<file path="src/rtl/ahb_lite_master_if.sv">
// ahb_lite_master_if
//   Single-outstanding AHB-lite initiator. One local command becomes one AHB-lite
//   SINGLE transfer, and the block then returns read data and error status to the local side.
//   Misaligned or oversize commands are rejected locally and never reach the bus.
//
// Ports
//   clk_i, rst_i              clock and synchronous active-high reset
//   cmd_valid_i / cmd_ready_o local command handshake
//   cmd_write_i, cmd_addr_i,  command fields, captured on accept
//   cmd_size_i, cmd_wdata_i
//   resp_valid_o              one-cycle completion pulse
//   resp_rdata_o, resp_err_o  valid with resp_valid_o, zero otherwise
//   wait_cnt_o                data-phase hready_i-low cycles of the last transfer, saturating
//   haddr_o .. hwdata_o       AHB-lite master outputs (all registered)
//   hready_i, hresp_i,        AHB-lite slave-side inputs
//   hrdata_i
//   dbg_state_o               current FSM state (IDLE=0, ADDR=1, DATA=2, REJ=3)
//
// Handshake: a command transfers on a rising edge where cmd_valid_i and cmd_ready_o
// are both high. The command fields must be stable while cmd_valid_i is high.
// cmd_ready_o is high only in IDLE and outside reset. A response has no back-pressure.
// resp_valid_o is a single-cycle pulse, and the local side must take it in that cycle.
module ahb_lite_master_if #(
  parameter int WAIT_CNT_W = 16
) (
  input  logic                  clk_i,
  input  logic                  rst_i,
  input  logic                  cmd_valid_i,
  output logic                  cmd_ready_o,
  input  logic                  cmd_write_i,
  input  logic [31:0]           cmd_addr_i,
  input  logic [2:0]            cmd_size_i,
  input  logic [31:0]           cmd_wdata_i,
  output logic                  resp_valid_o,
  output logic [31:0]           resp_rdata_o,
  output logic                  resp_err_o,
  output logic [WAIT_CNT_W-1:0] wait_cnt_o,
  output logic [31:0]           haddr_o,
  output logic [1:0]            htrans_o,
  output logic                  hwrite_o,
  output logic [2:0]            hsize_o,
  output logic [2:0]            hburst_o,
  output logic [3:0]            hprot_o,
  output logic                  hmastlock_o,
  output logic [31:0]           hwdata_o,
  input  logic                  hready_i,
  input  logic [1:0]            hresp_i,
  input  logic [31:0]           hrdata_i,
  output logic [1:0]            dbg_state_o
);

  localparam int HADDR_WIDTH = 32;
  localparam int HDATA_WIDTH = 32;

  localparam logic [1:0] HTRANS_IDLE   = 2'b00;
  localparam logic [1:0] HTRANS_NONSEQ = 2'b10;

  typedef enum logic [1:0] {
    S_IDLE = 2'd0,
    S_ADDR = 2'd1,
    S_DATA = 2'd2,
    S_REJ  = 2'd3
  } state_t;

  state_t state;

  logic cmd_reject;
  logic unused_hresp;

  // hresp_i[1] (RETRY/SPLIT in full AHB) has no meaning on AHB-lite.
  assign unused_hresp = hresp_i[1];

  // Reject a command whose size is above a word, or a command that is not aligned to its own size.
  assign cmd_reject = (cmd_size_i > 3'd2) ||
                      ((cmd_size_i == 3'd1) && cmd_addr_i[0]) ||
                      ((cmd_size_i == 3'd2) && (cmd_addr_i[1:0] != 2'b00));

  assign cmd_ready_o = (state == S_IDLE) && !rst_i;
  assign dbg_state_o = state;

  assign hburst_o    = 3'b000;
  assign hprot_o     = 4'b0011;
  assign hmastlock_o = 1'b0;

  always_ff @(posedge clk_i) begin
    if (rst_i) begin
      state        <= S_IDLE;
      htrans_o     <= HTRANS_IDLE;
      haddr_o      <= '0;
      hwrite_o     <= 1'b0;
      hsize_o      <= 3'd0;
      hwdata_o     <= '0;
      resp_valid_o <= 1'b0;
      resp_rdata_o <= '0;
      resp_err_o   <= 1'b0;
      wait_cnt_o   <= '0;
    end else begin
      // The response fields are pulses. They are zero in every cycle that is not a completion cycle.
      resp_valid_o <= 1'b0;
      resp_err_o   <= 1'b0;
      resp_rdata_o <= '0;
      case (state)
        S_IDLE: begin
          if (cmd_valid_i) begin
            if (cmd_reject) begin
              state <= S_REJ;
            end else begin
              state      <= S_ADDR;
              htrans_o   <= HTRANS_NONSEQ;
              haddr_o    <= cmd_addr_i[HADDR_WIDTH-1:0];
              hwrite_o   <= cmd_write_i;
              hsize_o    <= cmd_size_i;
              // Write data is loaded now and then held through the whole data phase.
              hwdata_o   <= cmd_wdata_i[HDATA_WIDTH-1:0];
              wait_cnt_o <= '0;
            end
          end
        end
        S_ADDR: begin
          // hready_i low here belongs to the previous owner's data phase.
          if (hready_i) begin
            state    <= S_DATA;
            htrans_o <= HTRANS_IDLE;
          end
        end
        S_DATA: begin
          if (hready_i) begin
            state        <= S_IDLE;
            resp_valid_o <= 1'b1;
            resp_err_o   <= hresp_i[0];
            resp_rdata_o <= (!hwrite_o && !hresp_i[0]) ? hrdata_i : '0;
          end else if (wait_cnt_o != '1) begin
            // This also counts the first ERROR cycle. htrans_o is already IDLE, so no cancel is needed.
            wait_cnt_o <= wait_cnt_o + WAIT_CNT_W'(1);
          end
        end
        S_REJ: begin
          state        <= S_IDLE;
          resp_valid_o <= 1'b1;
          resp_err_o   <= 1'b1;
        end
        default: state <= S_IDLE;
      endcase
    end
  end

endmodule
</file>
<file path="config.mk">
export PLATFORM = sky130hd
export DESIGN_NAME = ahb_lite_master_if
export DESIGN_NICKNAME = d
export VERILOG_FILES = /design/src/rtl/ahb_lite_master_if.sv
export SDC_FILE = /design/constraint.sdc
export NUM_CORES = 1
export LEC_CHECK = 0
export CAP_MARGIN = 15
export CORE_ASPECT_RATIO = 2
export CORE_UTILIZATION = 42
export DETAILED_ROUTE_END_ITERATION = 6
export PLACE_DENSITY = 0.86
export SYNTH_ARGS = -nofsm -noshare
export SYNTH_HDL_FRONTEND = slang
export SYNTH_SLANG_ARGS = --single-unit
</file>
<file path="constraint.sdc">
create_clock -name clk_i -period 2.7 [get_ports clk_i]
set_clock_uncertainty 0.15 [all_clocks]
set_input_delay 0.27 -clock clk_i [delete_from_list [all_inputs] [get_ports clk_i]]
set_output_delay 0.27 -clock clk_i [all_outputs]
set_load 0.02 [all_outputs]
</file>
==> metrics.txt, run 1 <==
status completed; CTS tree yes; CTS root buf clkbuf_16; number of flops mapped to enable cells by yosys 0; synth top area cells dfxtp_1 56%, nand2_1 12%, a21oi_1 9.1%; top-area cell type share of the netlist area between 50% and 60%; Hold Vio Cnt, Final 0; largest net degree at the start of global routing 41; Iter 0 DRT Violations 291; Max Clock Freq roughly 460 MHz; ys async rst share 0%; Syn Area/Cell 8.528 µm²; post-synthesis register bit count 121; MaxCap Viol Count 0; Die Span Y 145.9 µm; Die Wd ~74 µm; IO Count 237; filler instances 717; routed len/inst 15.74 µm; Crit Path Class flip-flop to flip-flop; RSZ-0062 raised after global routing no; crit path capture type flip-flop; DR pass1 iterations 7; sequential share of the synthesized area between 50% and 60%; clock slew at reported path FFs 50 ps; Clk network pwr share 48.7%; Total GRT Usage 26.97%; Worst Setup Start Kind flip-flop; top_reg_cell synth dfxtp_1; grt total ovfl 0; top cells by count, synth 142 x nand2_1, 121 x dfxtp_1, 79 x a21oi_1; Hold Slack approximately 220 ps; total number of vias approximately 4,400; setup violators final 0; Post-Place Cell Area 6691 µm²; Post-Route WL around 14,000 µm; initial antenna violation count 0; Yosys warnings 0; placed cell count 849; Cells after Synth between 500 and 600; Pins Over Slew Limit 0; Logic pwr share 11.0%; first-pass GRT wire length 22,070 µm; Leak around 2.7 nW; Die ar. 10,790 µm²; Mapped Area 4349 µm²; Reg power frac 40.3%; P per Cell Area 634.9 nW/µm²; most common cell in the netlist nand2_1; Unique masters post-synth 37; post-CTS setup buffer count 0; clock latency on the worst-skew pair 390 ps; share of cells above drive strength 1 6.720%; Tmin final 2167 ps; Worst VDD drop 594.3 µV; switching part of the total power 22.14%; CTS Buffer Depth 2; hold buffers post-CTS 0; switching power 1.024 mW; initial core utilization about 43%; final instance area 7284 µm²; CTS Sinks roughly 120; Rows 52; leading area contributor after synthesis dfxtp_1; post_cts resized 0; Final GP Congestion 0.8233; Ant. Diodes 0; crit share post-route 80.25%; cts bufs inserted 17; H-tree depth 4; DRC viols 0; final setup TNS 0 ps; Crit path required time 2870 ps; # port buffers 226; Power Internal about 3.6 mW; Area growth syn-to-layout 67.49%; crit-path max FO 11; Post-DRT Antenna Nets 0; Hold Crit Class input pin to flip-flop; Pwr Total 4.625 mW; post-route non-filler standard cell count 879; Final HPWL DP 10,030 µm; Worst Path Arrival 2340 ps; core area between 10,000 and 15,000 µm²; DR vias/cell 5.055; Nets 840; vias in the first global route approximately 4,600; R2R Setup Slk 530 ps
[cells by family after synthesis]
family,share of synthesized area (%)
AND/OR/NAND/NOR,24.14
flip-flops,55.70
AO/OA/AOI/OAI,14.07
buffers and inverters,5.409
other,0.1727
multiplexers,0.2302
adder cells (fa/ha/maj),0.2876
[power groups by stage]
| stage | clock network, mW | logic [mW] | registers [mW] |
|---|---|---|---|
| after floorplan | 0 | 0.174 | 1.95 |
| after global placement | 0 | 0.491 | 1.89 |
| after detailed placement | 0 | 0.503 | 1.90 |
| after CTS | 2.28 | 0.508 | 1.86 |
| after global routing | 2.37 | 0.544 | 1.87 |
| final | 2.25 | 0.509 | 1.86 |
[sequential cells by signal (all words and copies together), names as in the netlist]
| name | cells |
|---|---|
| dbg_state_o | 2 |
| resp_err_o | 1 |
| haddr_o | 32 |
| resp_valid_o | 1 |
| resp_rdata_o | 32 |
| htrans_o | 1 |
| hwdata_o | 32 |
| wait_cnt_o | 16 |
| hsize_o | 3 |
| hwrite_o | 1 |
[worst max-delay path: stages, from the launching register on]
cell     delay [ps]
dfxtp_1         470
ha_1            290
nand4_1         180
nor4_4          310
a211o_1         360
o21ai_0         180
a21oi_1         160
[cell usage in the layout, fill, tap and decap left out, types with 9 or more instances in the layout]
cell	instances
nor2_1	14
clkbuf_16	17
a21oi_1	79
nand3_1	10
and2_1	32
clkdlybuf4s50_1	225
o21ai_0	13
buf_4	9
nand2_1	142
dfxtp_1	121
conb_1	9
[final timing paths]
check | startpoint | end | depth (start not counted)
hold / removal | rst_i | resp_valid_o | 4
hold reg to reg | hwdata_o[29] | hwdata_o[29] | 2
setup / recovery | wait_cnt_o[0] | wait_cnt_o[12] | 6
setup reg to reg | wait_cnt_o[0] | wait_cnt_o[12] | 6
[metrics by stage]
stage               setup WS (ps)  utilization (%)
global placement            313.2            66.35
finish                      533.2            72.23
detailed placement          271.7            66.35
global route                376.6            72.23
CTS                         575.5            72.23
floorplan                   687.8                -
[final cells by class]
cell class,instances,area (µm²),area share (%)
clock inverter,9,122.6,1.683
timing repair buffer,236,2345,32.19
clock buffer,21,470.5,6.458
inverter,7,26.28,0.3607
sequential,121,2422,33.25
multi-input combinational,350,1729,23.74
tap,135,168.9,2.319
[metal layers]
metal	track usage, %	routed length (µm)	up-vias
met5	0	0	-
met4	16.63	593	0
met3	8.518	897	44
met2	47.91	7696	231
met1	25.51	4647	2048
li1	-	-	2120
No activity file was read; power rests on OpenSTA's default activity.
==> run 2: changes to the inputs <==
Settings changed: CORE_UTILIZATION 42 to 39, PLACE_DENSITY 0.86 to 0.81.
Clock period 2.7 ns to 2.1 ns, I/O delays scaled along.
==> run 2 against run 1 <==
Die area rose by 7.5%; critical path type unchanged; first-iteration DRC count decreased by 21%; fmax up 8.8%.
==> metrics.txt, run 2 (synthesized netlist as in run 1, its figures left out) <==
MaxCap Viol Count 0; Leak 2.815 nW; path length in cells of the critical path 5; status completed; IO Count 237; Pins Over Slew Limit 0; crit path capture type flip-flop; Post-DRT Antenna Nets 0; core area 10,880 µm²; Total GRT Usage 23.52%; RSZ-0062 raised after global routing no; clock latency on the worst-skew pair slightly above 400 ps; launch point of the worst path wait_cnt_o[2]; reg2reg start wait_cnt_o[2]; biggest regs haddr_o x32, hwdata_o x32, resp_rdata_o x32; Ant. Diodes 0; Hold Slack 101.3 ps; Die Span Y 151.3 µm; DR vias/cell ~5.0; grt total ovfl 0; P per Cell Area just over 800 nW/µm²; final instance area 7501 µm²; Hold Vio Cnt, Final 0; CTS Buffer Depth 2; share of cells above drive strength 1 between 9 and 10%; Core Util, Final 68.96%; largest net degree at the start of global routing 43; crit share post-route between 90% and 100%; Nets 858; most frequent cells in the layout 224 x clkdlybuf4s50_1, 142 x nand2_1, 121 x dfxtp_1; Worst Setup Start Kind flip-flop; WP buf/inv 0; Final HPWL DP 10,110 µm; Post-Route WL about 14,000 µm; filler instances around 830; initial antenna violation count 0; worst slack, placed -200.5 ps; reg2reg end wait_cnt_o[13]; initial core utilization 39.98%; Die ar. 11,600 µm²; Final GP Congestion 0.8264; CTS root buf clkbuf_16; Crit path required time ~2200 ps; setup violators final 0; DRC viols 0; Largest stage delay, worst path 470 ps; Area growth syn-to-layout 72.47%; Max Clock Freq 502.1 MHz; Tmin final between 1500 and 2000 ps; H-tree depth 4; cts bufs inserted 17; R2R Setup Slk 110 ps; CTS Sinks 121; Die Wd 76.67 µm; Worst Path Arrival 2130 ps; Hold Crit Class input pin to flip-flop; most common cell after layout, fill and taps aside clkdlybuf4s50_1; vias in the first global route ~4,400; post-CTS setup buffer count 0; Worst VDD drop 701.1 µV; Worst Reg2Reg Path Length in Cells 5; Post-Place Cell Area ~6900 µm²; # port buffers about 230; CP endpoint wait_cnt_o[13]; crit-path max FO 7; final worst slack 108.2 ps; CP Cell Sequence nand4_1 -> nor2_1 -> nand3_1 -> and3_2 -> a211o_1; Crit Path Class flip-flop to flip-flop; DR pass1 iterations 4; clock slew at reported path FFs 50 ps; delay-heaviest family, CP simple AND/OR/NAND/NOR gates; Iter 0 DRT Violations 231; CTS tree yes; first-pass GRT wire length 21,200 µm; slowest cell on the critical path dfxtp_1; total number of vias between 4,000 and 5,000; Rows 54; routed len/inst 15.45 µm
## run 2: where the power goes
group / internal [mW] / total, mW / switching [mW]
Combinational: 0.363 / 0.687 / 0.324
Clock: 2.05 / 3.04 / 0.985
Sequential: 2.36 / 2.39 / 0.0339
## run 2: per-layer routing
layer  up-vias  part of all wire, %  global-route usage [%]
met5         -                    0                       0
li1       2156                    -                       -
met1      2136                   35                   22.99
met2       174                   56                   43.53
met4         0                  3.9                   13.46
met3        44                  5.4                   6.807
## run 2: worst min-delay path: stages
cell and delay [ps]:
buf_2 120, inv_1 60, nand2_1 120, a21oi_1 80
## run 2: area by class of cell
| type | count | area (µm²) | share of cell area, % |
|---|---|---|---|
| clock buffers | 21 | 470.5 | 6.272 |
| repair buffers | 254 | 2516 | 33.54 |
| flip-flops and latches | 121 | 2422 | 32.29 |
| clock inverters | 8 | 145.1 | 1.935 |
| multi-input cells | 350 | 1745 | 23.27 |
| inverters | 7 | 26.28 | 0.3503 |
| well taps | 140 | 175.2 | 2.335 |
## run 2: what timing repair did
action,in CTS,in global routing
gates resized for setup,1,4
hold buffers,0,0
setup endpoints to repair,1,8
## run 2: how the worst min path moves through the flow
stage                      start  slack, ps  cells after the start      endpoint
global placement    hwdata_o[24]        290                      2  hwdata_o[24]
global route               rst_i        120                      4  resp_valid_o
CTS                        rst_i         80                      4  resp_valid_o
detailed placement   haddr_o[21]        300                      2   haddr_o[21]
finish                     rst_i        100                      4  resp_valid_o
floorplan             hresp_i[0]        170                      1    resp_err_o
## run 2: metrics by stage
step	power [mW]	setup TNS (ps)	instances
floorplan	2.726	0	517
finish	6.116	0	901
CTS	6.160	0	901
detailed placement	3.117	-10420	872
global route	6.322	0	901
global placement	3.099	-9341	872
